## src/rtl/mux_rr_pipe_if.sv

```systemverilog
// Channel-side and output-side signals of the registered N:1 mux.
// The master side drives channel data/valid, select controls and output
// ready; the slave side (the mux) returns per-channel ready and the
// registered output word.
interface mux_rr_pipe_if #(
  parameter int WIDTH = 16,
  parameter int NCH   = 8,
  parameter int SELW  = 3
);
  logic [NCH*WIDTH-1:0] in_data;
  logic [NCH-1:0]       in_valid;
  logic [NCH-1:0]       in_ready;
  logic                 mode;
  logic [SELW-1:0]      b;
  logic [WIDTH-1:0]     out0;
  logic                 out_valid;
  logic                 out_ready;
  logic [SELW-1:0]      out_ch;

  modport master (
    output in_data, in_valid, mode, b, out_ready,
    input  in_ready, out0, out_valid, out_ch
  );

  modport slave (
    input  in_data, in_valid, mode, b, out_ready,
    output in_ready, out0, out_valid, out_ch
  );
endinterface

```

## src/rtl/mux_rr_pipe.sv

```systemverilog
// Registered N:1 channel mux with valid/ready handshakes.
// mode=0 grants the channel named by b; mode=1 grants round-robin starting
// after the last granted channel. One output register stage, one word per
// cycle throughput, backpressure holds the output word and stalls all inputs.
module mux_rr_pipe #(
  parameter int WIDTH = 16,
  parameter int NCH   = 8,
  parameter int SELW  = 3
) (
  input  logic          clk,
  input  logic          rst_n,
  mux_rr_pipe_if.slave  bus
);

  logic [WIDTH-1:0] data_p1;
  logic [SELW-1:0]  ch_p1;
  logic             vld_p1;
  logic [SELW-1:0]  rr_ptr;

  logic             open_p0;
  logic             gnt_hit_p0;
  logic [SELW-1:0]  gnt_idx_p0;
  logic             accept_p0;

  // Output register may take a word when empty or being drained this cycle.
  assign open_p0 = !vld_p1 || bus.out_ready;

  // Grant selection: fixed select, or first valid channel after rr_ptr.
  always_comb begin
    logic [SELW-1:0] cand;
    gnt_hit_p0 = 1'b0;
    gnt_idx_p0 = '0;
    cand       = '0;
    if (!bus.mode) begin
      if (int'(bus.b) < NCH) begin
        if (bus.in_valid[bus.b]) begin
          gnt_hit_p0 = 1'b1;
          gnt_idx_p0 = bus.b;
        end
      end
    end else begin
      for (int k = 1; k <= NCH; k++) begin
        cand = SELW'((int'(rr_ptr) + k) % NCH);
        if (!gnt_hit_p0 && bus.in_valid[cand]) begin
          gnt_hit_p0 = 1'b1;
          gnt_idx_p0 = cand;
        end
      end
    end
  end

  // Reset gating keeps every ready low while rst_n is asserted.
  assign accept_p0    = gnt_hit_p0 && open_p0 && rst_n;
  assign bus.in_ready = accept_p0 ? (NCH'(1) << gnt_idx_p0) : '0;

  // ---- stage p0 -> p1: output register and round-robin pointer ----
  always_ff @(posedge clk or negedge rst_n) begin
    if (!rst_n) begin
      vld_p1  <= 1'b0;
      data_p1 <= '0;
      ch_p1   <= '0;
      rr_ptr  <= SELW'(NCH - 1);
    end else begin
      if (open_p0) begin
        vld_p1 <= accept_p0;
      end
      if (accept_p0) begin
        data_p1 <= bus.in_data[int'(gnt_idx_p0)*WIDTH +: WIDTH];
        ch_p1   <= gnt_idx_p0;
        if (bus.mode) begin
          rr_ptr <= gnt_idx_p0;
        end
      end
    end
  end

  assign bus.out0      = data_p1;
  assign bus.out_ch    = ch_p1;
  assign bus.out_valid = vld_p1;

endmodule

```

## src/flat_wrapper.sv

```systemverilog
// flat-port wrapper written by rule: the top's interface ports become plain ports
module mux_rr_pipe_flat 
#(
  parameter int WIDTH = 16,
  parameter int NCH   = 8,
  parameter int SELW  = 3
)
  (clk, rst_n, bus_in_data, bus_in_valid, bus_mode, bus_b, bus_out_ready, bus_in_ready, bus_out0, bus_out_valid, bus_out_ch);
  mux_rr_pipe_if #(.WIDTH(WIDTH), .NCH(NCH), .SELW(SELW)) bus_i ();
  input  logic clk;
  input  logic rst_n;
  input wire logic [$bits(bus_i.in_data)-1:0] bus_in_data;
  input wire logic [$bits(bus_i.in_valid)-1:0] bus_in_valid;
  input wire logic [$bits(bus_i.mode)-1:0] bus_mode;
  input wire logic [$bits(bus_i.b)-1:0] bus_b;
  input wire logic [$bits(bus_i.out_ready)-1:0] bus_out_ready;
  output wire logic [$bits(bus_i.in_ready)-1:0] bus_in_ready;
  output wire logic [$bits(bus_i.out0)-1:0] bus_out0;
  output wire logic [$bits(bus_i.out_valid)-1:0] bus_out_valid;
  output wire logic [$bits(bus_i.out_ch)-1:0] bus_out_ch;
  assign bus_i.in_data = bus_in_data;
  assign bus_i.in_valid = bus_in_valid;
  assign bus_i.mode = bus_mode;
  assign bus_i.b = bus_b;
  assign bus_i.out_ready = bus_out_ready;
  assign bus_in_ready = bus_i.in_ready;
  assign bus_out0 = bus_i.out0;
  assign bus_out_valid = bus_i.out_valid;
  assign bus_out_ch = bus_i.out_ch;
  mux_rr_pipe #(.WIDTH(WIDTH), .NCH(NCH), .SELW(SELW)) u_core (.clk(clk), .rst_n(rst_n), .bus(bus_i));
endmodule
```

## config.mk

```make
export PLATFORM = sky130hd
export DESIGN_NAME = mux_rr_pipe_flat
export DESIGN_NICKNAME = d
export VERILOG_FILES = /design/src/rtl/mux_rr_pipe_if.sv /design/src/rtl/mux_rr_pipe.sv /design/src/flat_wrapper.sv
export SDC_FILE = /design/constraint.sdc
export NUM_CORES = 1
export LEC_CHECK = 0
export ABC_CLOCK_PERIOD_IN_PS = 6200
export CAP_MARGIN = 0
export CORE_MARGIN = 3
export CORE_UTILIZATION = 41
export CTS_BUF_LIST = sky130_fd_sc_hd__clkbuf_16
export DETAILED_ROUTE_END_ITERATION = 10
export PLACE_DENSITY = 0.83
export SLEW_MARGIN = 40
export SYNTH_ARGS = -nofsm -noshare
export SYNTH_HDL_FRONTEND = slang
export SYNTH_SLANG_ARGS = --single-unit
```

## constraint.sdc

```tcl
create_clock -name clk -period 6.2 [get_ports clk]
set_input_delay 1.24 -clock clk [delete_from_list [all_inputs] [get_ports clk]]
set_output_delay 1.24 -clock clk [all_outputs]
set_load 0.02 [all_outputs]
```

Yosys cells after proc, flatten, opt, wreduce, memory -nomap -nowiden
Index checks and enable logic that the tools add are counted.
{"block": "word_totals", "reg_bits": 23, "input_bits": 143, "out_inout_bits": 28}
{"block": "op_classes", "addsub": 8, "n_lt_le_gt_ge": 9, "n_shift": 2, "mux": 46, "reduce_logical": 19}
{"op": "128-bit by 8-bit indexed part select with 16-bit output", "n": 1}
{"op": "3-bit by 4-bit < comparator with 1-bit output, second input constant", "n": 9}
{"op": "3-bit 2-to-1 mux", "n": 10}
{"op": "1-bit binary-select mux with 3-bit select", "n": 9}
{"op": "1-bit 2-to-1 mux", "n": 26}
{"op": "3-bit adder, second input constant", "n": 4}
{"op": "1-bit logical AND", "n": 9}
{"op": "1-bit zero test", "n": 8}
{"op": "8-bit 2-to-1 mux", "n": 1}
{"op": "1-bit by 3-bit left shift with 8-bit output, first input constant", "n": 1}
{"op": "3-bit by 1-bit adder with 3-bit output, second input constant", "n": 2}
{"op": "3-bit by 2-bit adder with 3-bit output, second input constant", "n": 2}
{"op": "2-bit AND reduction", "n": 1}
{"op": "1-bit logical OR", "n": 1}

Longest topological paths before layout
Gate-level depths: netlist of the first run.
{"block": "logic_depth", "depth_word": 36, "ltp_mapped": 18}

Least setup slack after synthesis of the first run
Ideal clock, no wire load.
{"block": "synth_timing", "path_kind": "register -> output", "startpoint": "reg u_core.rr_ptr[1]", "endpoint": "out bus_in_ready[2]", "arrival_time_ns": 4.381, "required_ns": 4.960, "slack_ns": 0.579, "path_stages_with_launch": 15, "path_cell_list": "dfstp_2 buf_2 buf_2 inv_1 ha_1 buf_6 mux4_2 or2_1 or2_1 or4b_4 a2111oi_4 a311oi_2 or2_1 buf_6 nor3_1"}
{"block": "synth_between", "elab_chain_cells": 36}
{"element": "start, declared", "line_no": "mux_rr_pipe.sv:18", "text": "logic [SELW-1:0] rr_ptr;"}
{"element": "start signal, assigned", "line_no": "mux_rr_pipe.sv:62", "text": "rr_ptr <= SELW'(NCH - 1);"}
{"element": "start signal, assigned", "line_no": "mux_rr_pipe.sv:71", "text": "rr_ptr <= gnt_idx_p0;"}
{"element": "3-bit by 1-bit adder with 3-bit output", "line_no": "mux_rr_pipe.sv:43", "text": "cand = SELW'((int'(rr_ptr) + k) % NCH);"}
{"element": "1-bit binary-select mux with 3-bit select", "line_no": "mux_rr_pipe.sv:44", "text": "if (!gnt_hit_p0 && bus.in_valid[cand]) begin"}
{"element": "1-bit 2-to-1 mux (implied by the code)", "line_no": "mux_rr_pipe.sv:44"}
{"element": "1-bit 2-to-1 mux", "line_no": "mux_rr_pipe.sv:44"}
{"element": "1-bit 2-to-1 mux", "line_no": "mux_rr_pipe.sv:34", "text": "if (!bus.mode) begin"}
{"element": "1-bit zero test", "line_no": "mux_rr_pipe.sv:44"}
{"element": "1-bit logical AND", "line_no": "mux_rr_pipe.sv:44"}
{"element": "1-bit 2-to-1 mux", "line_no": "mux_rr_pipe.sv:44"}
{"element": "(+19 left out)"}
{"element": "1-bit 2-to-1 mux", "line_no": "mux_rr_pipe.sv:44"}
{"element": "1-bit 2-to-1 mux", "line_no": "mux_rr_pipe.sv:34"}
{"element": "1-bit zero test", "line_no": "mux_rr_pipe.sv:44"}
{"element": "1-bit logical AND", "line_no": "mux_rr_pipe.sv:44"}
{"element": "1-bit 2-to-1 mux", "line_no": "mux_rr_pipe.sv:44"}
{"element": "1-bit 2-to-1 mux", "line_no": "mux_rr_pipe.sv:34"}
{"element": "1-bit logical AND (2 in series)", "line_no": "mux_rr_pipe.sv:53", "text": "assign accept_p0 = gnt_hit_p0 && open_p0 && rst_n;"}
{"element": "8-bit 2-to-1 mux *", "line_no": "mux_rr_pipe.sv:54", "text": "assign bus.in_ready = accept_p0 ? (NCH'(1) << gnt_idx_p0) : '0;"}
{"element": "end, declared", "line_no": "flat_wrapper.sv:17", "text": "output wire logic [$bits(bus_i.in_ready)-1:0] bus_in_ready;"}
Mark *: on every way between the ends. The rest lies on a longest branch, timed or not. The select of a mux whose other input is x is not followed.

Worst setup path after layout of the first run
{"block": "layout_timing", "startpoint": "in bus_in_valid[6]", "endpoint": "out bus_in_ready[5]"}
{"block": "layout_between", "elab_chain_cells": 35}
{"element": "start, declared", "line_no": "flat_wrapper.sv:13", "text": "input wire logic [$bits(bus_i.in_valid)-1:0] bus_in_valid;"}
{"element": "1-bit binary-select mux with 3-bit select", "line_no": "mux_rr_pipe.sv:44"}
{"element": "1-bit 2-to-1 mux (implied by the code)", "line_no": "mux_rr_pipe.sv:44"}
{"element": "1-bit 2-to-1 mux", "line_no": "mux_rr_pipe.sv:44"}
{"element": "1-bit 2-to-1 mux", "line_no": "mux_rr_pipe.sv:34"}
{"element": "1-bit zero test", "line_no": "mux_rr_pipe.sv:44"}
{"element": "1-bit logical AND", "line_no": "mux_rr_pipe.sv:44"}
{"element": "1-bit 2-to-1 mux", "line_no": "mux_rr_pipe.sv:44"}
{"element": "1-bit 2-to-1 mux", "line_no": "mux_rr_pipe.sv:34"}
{"element": "(+18 left out)"}
{"element": "1-bit 2-to-1 mux", "line_no": "mux_rr_pipe.sv:44"}
{"element": "1-bit 2-to-1 mux", "line_no": "mux_rr_pipe.sv:34"}
{"element": "1-bit zero test", "line_no": "mux_rr_pipe.sv:44"}
{"element": "1-bit logical AND", "line_no": "mux_rr_pipe.sv:44"}
{"element": "1-bit 2-to-1 mux", "line_no": "mux_rr_pipe.sv:44"}
{"element": "1-bit 2-to-1 mux", "line_no": "mux_rr_pipe.sv:34"}
{"element": "1-bit logical AND (2 in series)", "line_no": "mux_rr_pipe.sv:53"}
{"element": "8-bit 2-to-1 mux *", "line_no": "mux_rr_pipe.sv:54"}
Marked as above.

==> results by group, run 1 <==
Status
  – Run status: completed

Die
  – Ports: roughly 170
  – Starting density of the core: 43.5%
  – Floorplan Core Area: 0.00745 mm^2
  – Chip width: around 95 um
  – Die footprint: 0.00900 mm^2
  – Cell Rows: 31
  – Die height: 94.9 um

Timing
  – Post-route fraction of the period consumed by the critical path: 98.3%
  – Max-slew violations: 0
  – Minimum clock period after layout: 6.10 ns
  – Remaining max-slew budget at the tightest pin: 53.8%
  – Timing-limited maximum frequency: 0.164 GHz
  – Tightest Pin Transition: 0.693 ns
  – Maximum clock skew at final layout: approximately 0.0019 ns
  – Total count of hold-check failures in the final report: 0
  – Total negative setup slack: 0 ns
  – Setup repair after global routing missed its margin: yes
  – Worst hold slack after final layout: about 0.49 ns
  – Setup Viol. Count Final: 0

Placed design
  – Final Wtd Congestion: 0.969
  – Placement Cell Area: 0.00510 mm^2
  – Instance count after placement with tap cells included: 612
  – Dpl hpwl: between 10000 and 15000 um
  – Count of input and output buffers: 170

Setup path
  – WS Path Type: input port to output port
  – Type of origin of the critical path: input port
  – Most frequent cell on the critical path: or2_1
  – Critical path fanouts, max: 6
  – Crit-path slowest cell: or4b_4
  – Critical-path cell list: clkdlybuf4s50_1 -> mux4_2 -> or2_1 -> or2_1 -> or4b_4 -> a2111oi_4 -> a311oi_2 -> or2_1 -> and3_1 -> clkdlybuf4s50_1
  – Arrival @ worst endpoint: 4.86 ns
  – Worst path max stage delay: 0.53 ns
  – Worst Setup End Kind: output port
  – Data required, critical path: 4.96 ns

Cells and area
  – Diode insertion count for antenna repair: 0
  – Fin nets: 665
  – Final Non-Filler Cells: 618
  – Total of fill cells in the finished design: 577
  – Multi-input gate area: between 0.002 and 0.0025 mm^2
  – Leading cell type in the layout, fill and taps excluded: clkdlybuf4s50_1
  – Post-route cell area: 0.00522 mm^2
  – Ratio of cells with drive above 1 in the final layout: around an eighth
  – Most frequent cells in the layout: 164 x clkdlybuf4s50_1, 82 x mux2i_1, 32 x a2111oi_0, 30 x buf_4, 21 x o21ai_0
  – Area taken by flip-flops and latches: 579 um^2
  – Synthesis-to-finish area growth: 61.2%

Logic synthesis
  – Multiplexer share of the synthesized area: 34.4%
  – Area share of the leading cell type in the synthesized netlist: roughly 25%
  – Synth Area in Compound Gates: 29.2%
  – Number of flops mapped to enable cells by yosys: 0
  – #FFs+latches synth: 23
  – Syn Std Cell Area: 0.00324 mm^2
  – Largest area contributor in the synthesized netlist: mux2i_1
  – Synth Area in XOR/XNOR: 0.811%
  – Most frequently used flop master after synthesis: dfrtp_1
  – Synthesized-area fraction occupied by adder cells: 0.773%
  – Combinational family with the most area after synthesis: multiplexers
  – Syn nets: 497
  – Total of warnings raised by yosys: 0
  – Synth top area cells: mux2i_1 25%, dfrtp_1 15%, a2111oi_0 8.7%, mux4_2 7.7%, a221o_1 4.9%
  – Asr flop ratio synth: 100%
  – Number of distinct library cells after synthesis: 55
  – Sequential fraction of the synthesis area: 17.9%
  – Syn avg cell area: 9.20 um^2
  – Simple-gate share of the synthesized area: 9.97%
  – Post-synthesis cell count: 352

CTS
  – # clock sinks: 23
  – Buffer levels on the longest clock path: 2
  – TritonCTS clock tree: done
  – Deepest level of the CTS H-tree: 1
  – Root Driver: clkbuf_16
  – Clock buffers created by TritonCTS: 3
  – Clock slew at the register clock pins of the worst setup and hold paths: 0.06 ns
  – Worst-skew pair later-pin latency: between 0.2 and 0.3 ns

Route
  – Wire length after detailed routing: between 10000 and 15000 um
  – Routed length per instance: 21.0 um
  – Routed metal-1 wire length: 5160 um
  – Detailed Routing Iterations Pass 1: 4
  – Iteration-0 DRC count of the detailed router: around 220
  – Antenna viol nets, final: 0
  – Post-route DRC violation count: 0
  – Met2 wire length: 6430 um
  – Highest metal used: met4
  – Metal3 WL: 1120 um
  – Routed vias/inst: 6.13
  – DR vias: 3787

Global route
  – Overall Global Routing Usage: about 27%
  – Antenna violations before repair: 0
  – Largest net degree at the start of global routing: 65
  – Via count of the first global-routing pass: 3579
  – Global-route wire length before repair: 19400 um
  – Gr ovfl total: 0

Hold path
  – Class of the most critical hold timing path: flip-flop to flip-flop

Pwr
  – Static leakage: around 2.3 nW
  – Power density of the placed cells: 456 mW/mm^2
  – Final Total Pwr: 2.38 mW
  – Peak ir drop on the vdd network: roughly 0.31 mV

Run
  – # Max-Cap Violations: 0
metal layers:
layer,vias to the layer above,global-route usage [%]
met5,-,0
met4,0,6.73
met3,22,6.14
met2,174,47.6
met1,1815,34.4
li1,1776,-
worst max-delay path: cells and delay by family:
family                 cells  cell delay (ns)
AO/OA/AOI/OAI              2             0.48
buffers and inverters      2             1.04
multiplexers               1             0.52
AND/OR/NAND/NOR            5             1.57
cells by family after synthesis:
group	Yosys count
compound gates	119
xor+xnor	3
fa+ha+maj	2
buf+inv	44
flops	23
mux	97
simple gates	64
metrics by stage:
stage | worst slack [ns] | utilization (%)
detailed placement | 0.0325 | 68.5
finish | 0.104 | 70.1
CTS | 0.0284 | 69.6
global placement | 0.137 | 68.4
floorplan | 0.579 | -
global route | -0.0483 | 70.1
flip-flops by register name, summed over array words and instances (netlist names):
register	flops
u_core.bus.out_valid	1
u_core.bus.out_ch	3
u_core.bus.out0	16
u_core.rr_ptr	3
report_power, final:
| group | internal (mW) | switching (mW) |
|---|---|---|
| clock | 0.0867 | 0.0537 |
| combinational | 0.896 | 1.06 |
| sequential | 0.227 | 0.0513 |
| total | 1.21 | 1.17 |
synth_stat cells (2+ instances only):
library cell	count
buf_2	9
a211oi_1	16
mux2i_1	82
ha_1	2
buf_4	2
and3_1	5
o32ai_1	2
mux2_2	4
nand2b_1	2
o211ai_1	2
nor2_1	10
a21oi_1	8
nor3_1	8
dfrtp_1	20
o21a_1	3
o31a_1	2
dfstp_2	3
a221o_1	16
nand3_1	5
clkbuf_1	19
buf_6	5
o31ai_1	3
buf_1	2
xor2_1	2
or2_1	3
nand2_1	20
a2111oi_0	32
inv_1	6
mux4_2	11
o211a_1	2
o21ai_0	21
and2_1	2
timing repair:
action                                  CTS  global route
hold buffers                              0             0
endpoints found under the setup margin    0             8
gates resized for setup                   0             6
hold endpoints to repair                  0             0
setup buffers                             0             2
worst paths after layout:
check | start | endpoint | slack (ns) | cells past startpoint
worst max-delay path | bus_in_valid[6] | bus_in_ready[5] | 0.10 | 10
max in group asynchronous | rst_n | u_core.rr_ptr[0]$_DFFE_PN1P_ | 4.50 | 2
worst max register to register | u_core.rr_ptr[1]$_DFFE_PN1P_ | u_core.bus.out0[2]$_DFFE_PN0P_ | 1.48 | 12
min in group asynchronous | rst_n | u_core.bus.out_ch[1]$_DFFE_PN0P_ | 1.40 | 2
worst min-delay path | u_core.bus.out_ch[2]$_DFFE_PN0P_ | u_core.bus.out_ch[2]$_DFFE_PN0P_ | 0.49 | 2
worst min register to register | u_core.bus.out_ch[2]$_DFFE_PN0P_ | u_core.bus.out_ch[2]$_DFFE_PN0P_ | 0.49 | 2
cell type report:
cell class	instances	share of cell area (%)
clock inverter	1	0.0959
inverter	6	0.432
sequential	23	11.1
tap	99	2.37
timing repair buffer	201	37.4
multi-input combinational	285	47.1
clock buffer	3	1.44
(Power assumes the default switching activity.)
==> inputs of run 2 (changes only) <==
ABC_CLOCK_PERIOD_IN_PS = 5320   (was 6200)
CORE_UTILIZATION = 37   (was 41)
PLACE_DENSITY = 0.79   (was 0.83)
clock period = 5.32 ns   (was 6.2 ns; I/O delays follow)
==> run 2 against run 1 <==
Worst hold slack improved by 0.0019 ns. First-iteration DRC count decreased by 26%. Critical path depth unchanged. Cell count increased by 5.7%. Wire length decreased by 2.3%. Total power increased by 26%. Design area increased by 4.0%. Global-route usage decreased by 2.9 points. Register-to-register slack got worse by 0.88 ns. Via count increased by 3.2%. Highest routed layer unchanged. Non-clock buffer count increased by 29. Clock power increased by 21%.
==> results by group, run 2 (synthesis results as in run 1) <==
Setup path
  – Data required, critical path: 4.26 ns
  – Most frequent cell on the critical path: or2_1
  – Reg2reg setup slack: 0.60 ns
  – Number of buffer and inverter instances along the worst setup path: 2
  – Worst Setup End Kind: output port
  – Critical-path cell list: dlygate4sd2_1 -> mux4_2 -> mux2_2 -> or2_1 -> or4b_4 -> a2111oi_4 -> a311oi_2 -> or2_1 -> and3_1 -> clkdlybuf4s15_2
  – Crit-path slowest cell: or4b_4
  – Destination of the worst register-to-register timing path: u_core.bus.out0[13]$_DFFE_PN0P_
  – Arrival @ worst endpoint: roughly 4.1 ns
  – Critical path fanouts, max: 8
  – Type of origin of the critical path: input port
  – Cell family with most CP delay: simple AND/OR/NAND/NOR gates
  – WS Path Type: input port to output port
  – Launch instance of the worst register-to-register path: u_core.rr_ptr[1]$_DFFE_PN1P_
  – Worst path max stage delay: about 0.52 ns
  – Depth of the worst register-to-register path: 16

Global route
  – Global-route wire length before repair: 19900 um
  – Gr ovfl total: 0
  – Largest net degree at the start of global routing: 66
  – Met2 layer usage reported by global route: 42.3%
  – Antenna violations before repair: 0
  – Global-route layer with the greatest usage: met2
  – Global-route track usage on met1: 32.0%
  – Overall Global Routing Usage: ~25%
  – Met3 Usage GRT: between 6 and 7%
  – Via count of the first global-routing pass: about 4k

Hold path
  – Hold Crit Endpoint: u_core.bus.out_ch[0]$_DFFE_PN0P_
  – Worst hold start: u_core.bus.out_ch[0]$_DFFE_PN0P_
  – Number of cells on the worst hold path: 2
  – Class of the most critical hold timing path: flip-flop to flip-flop

Die
  – Ports: 171
  – Die height: 99.6 um
  – Floorplan Core Area: roughly 0.0083 mm^2
  – Die footprint: 0.00991 mm^2
  – Chip width: 99.6 um
  – Starting density of the core: between 30% and 40%
  – Cell Rows: 33

Route
  – Iteration-0 DRC count of the detailed router: 162
  – Routed length per instance: between 15 and 20 um
  – Post-route DRC violation count: 0
  – Antenna viol nets, final: 0
  – DR vias: between 3k and 4k
  – Wire length after detailed routing: approximately 13000 um
  – Detailed Routing Iterations Pass 1: 4
  – Routed vias/inst: around 6

Cells and area
  – Ratio of cells with drive above 1 in the final layout: a little under a fifth
  – End-of-flow core utilization: 65.0%
  – Largest register FFs: 16
  – Area taken by flip-flops and latches: 579 um^2
  – Fin nets: between 600 and 700
  – Total of fill cells in the finished design: 702
  – Multi-input gate area: 0.00246 mm^2
  – Most frequent cells in the layout: 154 x clkdlybuf4s50_1, 82 x mux2i_1, 59 x buf_4, 32 x a2111oi_0, 21 x o21ai_0
  – Diode insertion count for antenna repair: 0
  – Synthesis-to-finish area growth: 67.5%
  – Leading cell type in the layout, fill and taps excluded: clkdlybuf4s50_1

Pwr
  – Sequential fraction of design power: between 10% and 20%
  – Peak ir drop on the vdd network: 0.304 mV
  – Power density of the placed cells: 552 mW/mm^2
  – Power share of the clock group: 5.6%
  – Final Total Pwr: 2.99 mW
  – Proportion of total power due to net switching: 47.1%
  – Static leakage: 2.35 nW
  – Part of the total power dissipated in combinational logic: a little over four fifths
  – Total internal power: 1.58 mW
  – Power dissipated by switching net loads: between 1 and 1.5 mW

CTS
  – Root Driver: clkbuf_16
  – Deepest level of the CTS H-tree: 1
  – Buffer levels on the longest clock path: 2
  – Worst-skew pair later-pin latency: 0.26 ns
  – TritonCTS clock tree: done
  – Clock buffers created by TritonCTS: 3
  – Clock slew at the register clock pins of the worst setup and hold paths: 0.06 ns
  – # clock sinks: 23

Timing
  – Remaining max-slew budget at the tightest pin: between 50% and 60%
  – Maximum clock skew at final layout: just under 0.003 ns
  – Post-route fraction of the period consumed by the critical path: 97.4%
  – Total count of hold-check failures in the final report: 0
  – Setup Viol. Count Final: 0
  – Max-slew violations: 0
  – Setup repair after global routing missed its margin: no
  – Timing-limited maximum frequency: between 0.15 and 0.2 GHz
  – Tightest Pin Transition: 0.680 ns
  – Minimum clock period after layout: 5.18 ns

Status
  – Run status: completed

Run
  – # Max-Cap Violations: 0

Placed design
  – Dpl hpwl: 10500 um
  – Final Wtd Congestion: 0.908
  – Count of input and output buffers: 170
==> run 2: power by group through the flow <==
stage	Combinational (mW)	Clock, mW	Sequential, mW
3_3_place_gp	2.44	0	0.318
4_1_cts	2.49	0.176	0.320
6_report	2.50	0.169	0.320
2_1_floorplan	1.49	0	0.390
5_1_grt	2.69	0.180	0.329
3_5_place_dp	2.48	0	0.321
==> run 2: area by class of cell <==
cell class | instances | share of cell area [%]
well taps | 105 | 2.42
inverters | 6 | 0.415
clock inverters | 1 | 0.0923
flip-flops and latches | 23 | 10.7
multi-input cells | 285 | 45.4
clock buffers | 3 | 1.38
repair buffers | 230 | 39.6
==> run 2: worst max path at each step <==
stage                            startpoint               to  slack [ns]  cells past startpoint
6_report                    bus_in_valid[4]  bus_in_ready[5]        0.14                     10
5_1_grt                     bus_in_valid[1]  bus_in_ready[6]       0.004                     14
4_1_cts                     bus_in_valid[4]  bus_in_ready[3]        0.14                     10
3_5_place_dp                bus_in_valid[4]  bus_in_ready[3]       -0.47                     10
3_3_place_gp                bus_in_valid[4]  bus_in_ready[2]       -0.38                     10
2_1_floorplan  u_core.rr_ptr[1]$_DFFE_PN1P_  bus_in_ready[2]       -0.12                     14
==> run 2: routing by layer <==
| layer | part of all wire (%) | vias up |
|---|---|---|
| li1 | - | 1832 |
| met4 | 0.24 | 0 |
| met5 | 0 | - |
| met1 | 41 | 1863 |
| met2 | 49 | 207 |
| met3 | 9.8 | 6 |
==> run 2: metrics by stage <==
step / instance area [um^2] / setup slack (ns) / hold slack [ns] / setup TNS, ns / std cells
after floorplan: 3240 / -0.125 / 0.590 / -0.250 / 352
after global placement: 5330 / -0.383 / 0.462 / -2.58 / 648
after detailed placement: 5330 / -0.470 / 0.480 / -4.53 / 648
after CTS: 5430 / 0.141 / 0.494 / 0 / 653
after global routing: 5430 / 0.00420 / 0.525 / 0 / 653
final: 5430 / 0.139 / 0.490 / 0 / 653
==> run 2: worst min-delay path: cells and delay by family (launching register included) <==
kind	cells	cell delay [ns]
flops	1	0.34
compound gates	1	0.06
simple gates	1	0.04
==> run 2: timing repair <==
item | CTS | global route
hold buffers | 0 | 0
resized for setup | 37 | 1
setup buffers | 1 | 0
setup endpoints to repair | 8 | 1
pin swaps | 2 | 0
==> inputs of run 3 (changes only) <==
CORE_UTILIZATION = 30   (was 37)
PLACE_DENSITY = 0.66   (was 0.79)
==> run 3 against run 2 <==
Die area grew 22%. Worst hold slack gained 0.016 ns. Design area grew 0.81%. Critical path type unchanged. Largest cell class unchanged. Largest power group unchanged.
==> results by group, run 3 (synthesis results as in run 1) <==
Status
  – Run status: completed

Setup path
  – Worst setup startpoint: bus_in_valid[6]
  – Data required, critical path: ~4.3 ns
  – Type of origin of the critical path: input port
  – Critical-path cell list: dlygate4sd2_1 -> mux4_2 -> mux2_2 -> or2_1 -> or4b_4 -> a2111oi_4 -> a311oi_2 -> or2_4 -> and3_1 -> clkdlybuf4s15_2
  – Launch instance of the worst register-to-register path: u_core.rr_ptr[1]$_DFFE_PN1P_
  – Levels on crit path: 10
  – Depth of the worst register-to-register path: 15
  – Crit-path slowest cell: or4b_4
  – Critical path fanouts, max: 7
  – Number of buffer and inverter instances along the worst setup path: 2
  – WS Path Type: input port to output port
  – Cell family with most CP delay: simple AND/OR/NAND/NOR gates
  – Arrival @ worst endpoint: around 4 ns
  – Last element of the critical path: bus_in_ready[5]
  – Worst path max stage delay: around 0.5 ns
  – Worst Setup End Kind: output port
  – Reg2reg setup slack: 0.72 ns
  – Destination of the worst register-to-register timing path: u_core.bus.out0[6]$_DFFE_PN0P_

Timing
  – Worst-case setup margin in the final layout: 0.166 ns
  – Timing-limited maximum frequency: 0.194 GHz
  – Setup repair after global routing missed its margin: no
  – Setup Viol. Count Final: 0
  – Max-slew violations: 0
  – Remaining max-slew budget at the tightest pin: 55.6%
  – Minimum clock period after layout: 5.15 ns
  – Maximum clock skew at final layout: 0.00246 ns
  – Post-route fraction of the period consumed by the critical path: 96.9%
  – Tightest Pin Transition: between 0.6 and 0.7 ns
  – Worst hold slack after final layout: 0.506 ns
  – Total count of hold-check failures in the final report: 0

Route
  – Post-route DRC violation count: 0
  – Detailed Routing Iterations Pass 1: 4
  – Iteration-0 DRC count of the detailed router: approximately 230
  – Wire length after detailed routing: around 13000 um
  – Antenna viol nets, final: 0
  – DR vias: 3791
  – Routed vias/inst: 5.55
  – Routed length per instance: 19.1 um

Placed design
  – Final Wtd Congestion: 0.986
  – Dpl hpwl: 10500 um
  – Dpl ws: -0.481 ns
  – Count of input and output buffers: 170

Hold path
  – Class of the most critical hold timing path: flip-flop to flip-flop
  – Number of cells on the worst hold path: 2
  – Worst hold start: u_core.bus.out_ch[0]$_DFFE_PN0P_

CTS
  – Buffer levels on the longest clock path: 2
  – Deepest level of the CTS H-tree: 1
  – TritonCTS clock tree: done
  – Worst-skew pair later-pin latency: 0.26 ns
  – Root Driver: clkbuf_16
  – Clock buffers created by TritonCTS: 3
  – # clock sinks: 23
  – Clock slew at the register clock pins of the worst setup and hold paths: 0.06 ns

Global route
  – Overall Global Routing Usage: 20.5%
  – Antenna violations before repair: 0
  – Gr ovfl total: 0
  – Largest net degree at the start of global routing: 60
  – Via count of the first global-routing pass: 3832
  – Global-route wire length before repair: 19700 um

Die
  – Starting density of the core: a little under a third
  – Chip width: 110 um
  – Ports: 171
  – Floorplan Core Area: 0.0104 mm^2
  – Cell Rows: 37
  – Die height: 110 um
  – Die footprint: 0.0121 mm^2

Pwr
  – Power dissipated by switching net loads: 1.41 mW
  – Static leakage: approximately 2.4 nW
  – Peak ir drop on the vdd network: between 0.2 and 0.3 mV
  – Power density of the placed cells: 546 mW/mm^2
  – Total internal power: 1.58 mW
  – Sequential fraction of design power: 10.6%
  – Power share of the clock group: between 5 and 6%
  – Part of the total power dissipated in combinational logic: 83.8%
  – Proportion of total power due to net switching: a little under half

Cells and area
  – Leading cell type in the layout, fill and taps excluded: clkdlybuf4s50_1
  – Synthesis-to-finish area growth: 68.9%
  – Diode insertion count for antenna repair: 0
  – Ratio of cells with drive above 1 in the final layout: roughly 18%
  – Largest register FFs: 16
  – Fin nets: ~700
  – Most frequent cells in the layout: 154 x clkdlybuf4s50_1, 80 x mux2i_1, 57 x buf_4, 32 x a2111oi_0

Run
  – # Max-Cap Violations: 0
run 3: worst min-delay path by stage:
stage,end,slack (ns)
after CTS,u_core.bus.out_ch[0]$_DFFE_PN0P_,0.51
after floorplan,u_core.bus.out_ch[0]$_DFFE_PN0P_,0.59
final,u_core.bus.out_ch[0]$_DFFE_PN0P_,0.51
after global placement,u_core.bus.out_ch[0]$_DFFE_PN0P_,0.47
after detailed placement,u_core.bus.out_ch[1]$_DFFE_PN0P_,0.50
after global routing,u_core.bus.out_ch[0]$_DFFE_PN0P_,0.52
run 3: worst min-delay path, cell delays in order, from the launching register on:
cell and delay (ns):
dfrtp_1 0.35, nand2_1 0.05, o21ai_0 0.07
run 3: layer usage:
metal | part of all wire (%) | global-route usage, % | routed length, um | vias to the layer above
met1 | 40 | 25.9 | 5270 | 1798
met3 | 9.1 | 3.99 | 1190 | 12
met5 | 0 | 0 | 0 | -
met4 | 1.0 | 3.12 | 133 | 0
met2 | 50 | 36.5 | 6470 | 150
li1 | - | - | - | 1831
run 3: area by class of cell:
type / count / area [um^2]
clock buffer: 3 / 75.1
fill: 970 / 4950
timing repair buffer: 229 / 2140
multi-input combinational: 285 / 2480
sequential: 23 / 579
tap: 136 / 170
inverter: 6 / 22.5
clock inverter: 1 / 3.75
run 3: power groups by stage:
stage	combinational [mW]	clock [mW]	sequential, mW
2_1_floorplan	1.49	0	0.390
3_3_place_gp	2.44	0	0.317
3_5_place_dp	2.47	0	0.320
6_report	2.50	0.166	0.318
4_1_cts	2.47	0.170	0.318
5_1_grt	2.71	0.177	0.329
run 3: timing repair:
item / in CTS / in global routing
setup buffers: 0 / 1
pin swaps: 3 / 2
resized for setup: 32 / 11
hold endpoints to repair: 0 / 0
hold buffers: 0 / 0
endpoints found under the setup margin: 8 / 8
run 3: stage by stage:
| step | std cells | utilization (%) | setup TNS, ns | cell area [um^2] | total power, mW |
|---|---|---|---|---|---|
| 3_3_place_gp | 678 | 51.6 | -2.49 | 5380 | 2.75 |
| 4_1_cts | 682 | 52.3 | 0 | 5450 | 2.96 |
| 3_5_place_dp | 678 | 51.7 | -4.04 | 5390 | 2.79 |
| 5_1_grt | 683 | 52.5 | 0 | 5470 | 3.21 |
| 6_report | 683 | 52.5 | 0 | 5470 | 2.98 |
| 2_1_floorplan | 352 | - | -0.250 | 3240 | 1.88 |
==> edit 1 (config.mk and constraints of run 3) <==
`SELW` is set to 3 in 3 places; all go to 5.
--- a/src/rtl/mux_rr_pipe_if.sv
+++ b/src/rtl/mux_rr_pipe_if.sv
@@ -5,7 +5,7 @@
 interface mux_rr_pipe_if #(
   parameter int WIDTH = 16,
   parameter int NCH   = 8,
-  parameter int SELW  = 3
+  parameter int SELW  = 5
 );
   logic [NCH*WIDTH-1:0] in_data;
   logic [NCH-1:0]       in_valid;
--- a/src/rtl/mux_rr_pipe.sv
+++ b/src/rtl/mux_rr_pipe.sv
@@ -5,7 +5,7 @@
 module mux_rr_pipe #(
   parameter int WIDTH = 16,
   parameter int NCH   = 8,
-  parameter int SELW  = 3
+  parameter int SELW  = 5
 ) (
   input  logic          clk,
   input  logic          rst_n,
--- a/src/flat_wrapper.sv
+++ b/src/flat_wrapper.sv
@@ -3,7 +3,7 @@
 #(
   parameter int WIDTH = 16,
   parameter int NCH   = 8,
-  parameter int SELW  = 3
+  parameter int SELW  = 5
 )
   (clk, rst_n, bus_in_data, bus_in_valid, bus_mode, bus_b, bus_out_ready, bus_in_ready, bus_out0, bus_out_valid, bus_out_ch);
   mux_rr_pipe_if #(.WIDTH(WIDTH), .NCH(NCH), .SELW(SELW)) bus_i ();
Interface: changed (resized bus_b and bus_out_ch); port bits go from 171 to 175. No check against the original RTL was run, so the function may have changed too.
==> edit 1 against run 3 <==
Utilization decreased by 3.3 points. Clock power increased by 6%. Sequential cell count increased by 2. Area after synthesis increased by 17%. Routed wire length increased by 21%. Sequential power increased by 2%. Total power increased by 4.1%. First-iteration DRC count increased by 36%. Setup slack got worse by 22 ps. Register-to-register slack improved by 370 ps. Count of clock-buffer cells in the layout unchanged. Non-clock buffer count decreased by 13. Via count increased by 22%. Final area increased by 9.3%. Critical path type unchanged.
==> edit 1: results <==
{
  "final_nets": 764,
  "grt_start_max_net_pins": 47,
  "seq_area_um2": 629,
  "grt_pass1_vias": 4667,
  "synth_common_cells": "nand2_1, a32o_1, a221o_1, o21ai_0",
  "cts_resized": 12,
  "ir_drop_mv": 0.286,
  "multi_input_area_share": 0.499,
  "drt_iter0_markers": 318,
  "drive_gt1_frac": 0.148,
  "place_area_um2": 5880,
  "antenna_found_initial": 0,
  "yosys_warnings": 0,
  "timing.rr.end": "u_core.bus.out0[8]",
  "layout.comb_gates.multi_input": 363,
  "timing.rr.start": "u_core.rr_ptr[0]",
  "arrival_ps": 4110,
  "cp_slowest_stage_delay_ps": 580,
  "hpwl_um": 12200,
  "wl_um": 15800,
  "ys_types": 65,
  "gp_routability_congestion": 0.928,
  "numPlacedInstances": 779,
  "grt_pass1_wl_um": 24800,
  "cts_root_buffer": "clkbuf_16",
  "seq_cells": 25,
  "rr_worst_depth": 12,
  "crit_family": "compound AO/OA/AOI/OAI gates",
  "grt_usage": 0.216,
  "post-cts-setup-buffer-count": 1,
  "period_needed_ps": 5180,
  "cp-endpoint": "bus_in_ready[6]",
  "yosysSeqAreaShare": 0.166,
  "numPortBuffers": 174,
  "power_density_nw_per_um2": 520,
  "dr.pass1.iters": 7,
  "nNonClkBuffers": 216,
  "postSynthAreaPerCell_um2": 8.54,
  "fin_skew_ps": 3.94,
  "wl_per_cell_um": 20.1,
  "antenna_cells": 0,
  "synthTopCellsByArea": "dfrtp_1, a32o_1, a221o_1",
  "leakagePower_uw": 0.00229,
  "synth-async-reset-ratio": 1.00,
  "viasPerCell": 5.92,
  "clock_area_frac": 0.0132,
  "crit_path_top_delay_cell": "mux4_2",
  "worst_pin_slew_ps": 812,
  "inverters_excl_clock": 8,
  "die-area_um2": 14000,
  "clockBufferDepth": 2,
  "r2r_slack_ps": 1090,
  "cp-startpoint": "bus_in_valid[3]",
  "layout.nonclk_buf_frac": 0.343,
  "dp_slack_ps": -159,
  "outcome": "finished, final reports clean",
  "nFillCells": 1190,
  "timing.hold.ws_ps": 492,
  "synth.net_count": 590
}
==> edit 1: changes by cell type in the layout (fill, tap and decap cells not counted), moves of 12 or more <==
cell       change
mux2i_1       -69
a32o_1        +33
a2111oi_0     -32
a221oi_1      +23
and2_1        +23
a211oi_1      -15
buf_4         -15
nand2_1       +14
a221o_1       +12
==> edit 1: layer usage <==
layer	global-route usage	vias up	wire length [um]
met2	0.376	194	7770
met3	0.0388	18	1030
met1	0.279	2246	6700
met4	0.0440	0	282
li1	-	2185	-
met5	0	-	0
==> edit 1: logic make-up (layout without fill, tap and decap cells) <==
kind of cell	after synthesis	after routing	synth area share
compound gates	206	206	0.472
simple gates	124	124	0.172
buf+inv	55	228	0.0629
mux	29	29	0.113
flops	25	25	0.166
fa+ha+maj	2	2	0.00661
xor+xnor	2	2	0.00662
==> edit 1: power by group <==
group | switching [uW] | internal (uW) | total (uW)
Combinational | 1440 | 1170 | 2610
Sequential | 50.3 | 275 | 325
Clock | 74.9 | 101 | 176
==> edit 2 (settings of run 3) <==
Made on the original files. Reset style: synchronous (`rst_n`), changed in one clocked block.
--- a/src/rtl/mux_rr_pipe.sv
+++ b/src/rtl/mux_rr_pipe.sv
@@ -54,7 +54,7 @@
   assign bus.in_ready = accept_p0 ? (NCH'(1) << gnt_idx_p0) : '0;
 
   // ---- stage p0 -> p1: output register and round-robin pointer ----
-  always_ff @(posedge clk or negedge rst_n) begin
+  always_ff @(posedge clk) begin
     if (!rst_n) begin
       vld_p1  <= 1'b0;
       data_p1 <= '0;
Check against the original RTL: differs if rst_n is asserted again (counterexample within 4 cycles, from zero or initial values and one cycle with rst_n low); with rst_n held inactive, the same outputs for 4 cycles.
==> edit 2 against run 3 <==
Final area shrank 1.3%. Routed wire length grew 1.1%. Maximum frequency grew 1.1%. First-iteration DRC count grew 36%. Clock skew is essentially flat. Setup slack gained 57 ps. Global-route usage grew 0.36 points. Final cell count grew 11%. Area after synthesis shrank 1.1%. Sequential cell count is the same. Sequential share of layout area shrank 2.1 points. Critical path type unchanged.
Power is not compared: it rests on default switching activity, and its combinational part moved more than twofold at a synthesized area within 25%.
==> edit 2: results <==
{
  "gp_routability_congestion": 0.937,
  "yosysSeqAreaShare": 0.144,
  "outcome": "finished, final reports clean",
  "antenna_cells": 0,
  "arrival_ps": 4030,
  "antenna_found_initial": 0,
  "leakagePower_uw": 0.00216,
  "hold_path.class": "reg2reg",
  "dp_slack_ps": -133,
  "hold_depth": 2,
  "clockBufferDepth": 2,
  "synth_top_cell_area_share": 0.145,
  "drt_iter0_markers": 317,
  "nFillCells": 1008,
  "synthTopCellsByArea": "nand2_1, dfxtp_1, mux2i_1",
  "largest_reg_flops": 16,
  "drive_gt1_frac": 0.173,
  "muxShareOfSynthArea": 0.167,
  "grt_start_max_net_pins": 51,
  "final_nets": 771,
  "hpwl_um": 10300,
  "wl_per_cell_um": 17.4,
  "synth.net_count": 574,
  "synth_common_cells": "nand2_1, mux2i_1, dfxtp_1, buf_2, a221o_1",
  "rr_worst_depth": 15,
  "ir_drop_mv": 0.158,
  "synth-compound-area-share": 0.278,
  "yosys_warnings": 0,
  "clkTransAtPathRegs_ps": 70,
  "crit_fanout": 7,
  "fin_skew_ps": 2.88,
  "clock_latency_ps": 260,
  "synth-xor-area-share": 0.0242,
  "via_count": 4095,
  "ys_types": 65,
  "synth_flop_cell": "dfxtp_1",
  "max_slew_margin": 0.583,
  "cts_root_buffer": "clkbuf_16",
  "numPortBuffers": 170,
  "dr.pass1.iters": 5,
  "cts_buffers": 3,
  "synthAdderAreaFrac": 0.00782,
  "grt_usage": 0.208,
  "synth-async-reset-ratio": 0,
  "grt_pass1_wl_um": 20000,
  "htreeDepth": 1,
  "place_area_um2": 5290,
  "grt_pass1_vias": 3995
}
-- edit 2: cell types whose count changed after synthesis, moves of 13 or more --
cell       delta
dfrtp_1      -20
a211oi_1     -15
nand2_1     +104
a2111oi_0    -31
mux2i_1      -51
a22oi_1      +13
nand4_1      +13
dfxtp_1      +23
nor3b_1      +13
-- edit 2: stage by stage --
stage               TNS [ps]  cells  total power (uW)   util
floorplan                  0    429               736      -
global placement        -385    753              1080  0.510
detailed placement      -711    753              1090  0.510
CTS                        0    761              1270  0.521
global route           -12.6    761              1360  0.521
finish                     0    761              1270  0.521
-- edit 2: final timing paths --
check	start	to	slack, ps
min	u_core.bus.out_ch[1]	u_core.bus.out_ch[1]	520
max reg2reg	u_core.rr_ptr[0]	u_core.bus.out0[2]	900
min reg2reg	u_core.bus.out_ch[1]	u_core.bus.out_ch[1]	520
max	bus_in_valid[6]	bus_in_ready[2]	220
-- edit 2: kinds of logic after synthesis --
| kind of cell | Yosys count |
|---|---|
| mux | 43 |
| simple gates | 207 |
| buf+inv | 43 |
| compound gates | 106 |
| fa+ha+maj | 2 |
| xor+xnor | 5 |
| flops | 23 |
-- edit 2: cell type report --
type / count / share of cell area
Timing Repair Buffer: 229 / 0.392
Multi-Input combinational cell: 363 / 0.472
Tap cell: 136 / 0.0315
Clock inverter: 1 / 0.000927
Sequential cell: 23 / 0.0853
Clock buffer: 3 / 0.0139
Inverter: 6 / 0.00417
-- edit 2: report_power, final --
part	internal [uW]	leakage, uW	switching (uW)
Combinational	426	0.00193	439
Sequential	205	0.000189	31.2
Clock	101	0.0000409	68.2
Total	733	0.00216	538
-- edit 2: what timing repair did --
item | in CTS | in global routing
setup endpoints to repair | 7 | 7
setup buffers | 4 | 0
pin swaps | 0 | 1
resized for setup | 8 | 19
-- edit 2: worst max-delay path, cell delays in order --
cell and delay, ps:
clkdlybuf4s50_1 470, nor2b_1 180, a2111oi_0 90, buf_4 170, buf_4 130, or3_1 360, buf_4 140, a311o_1 340
a22oi_1 240, o22ai_2 130, nand2_2 160, nand2_1 70, nor2_1 130, dlygate4sd2_1 350
-- edit 2: per-layer routing --
layer  global-route usage  vias up  share of wire
met3               0.0335       26          0.068
met5                    0        -              0
met1                0.268     1895           0.41
met4               0.0641        0          0.031
met2                0.357      166           0.50
li1                     -     2008              -
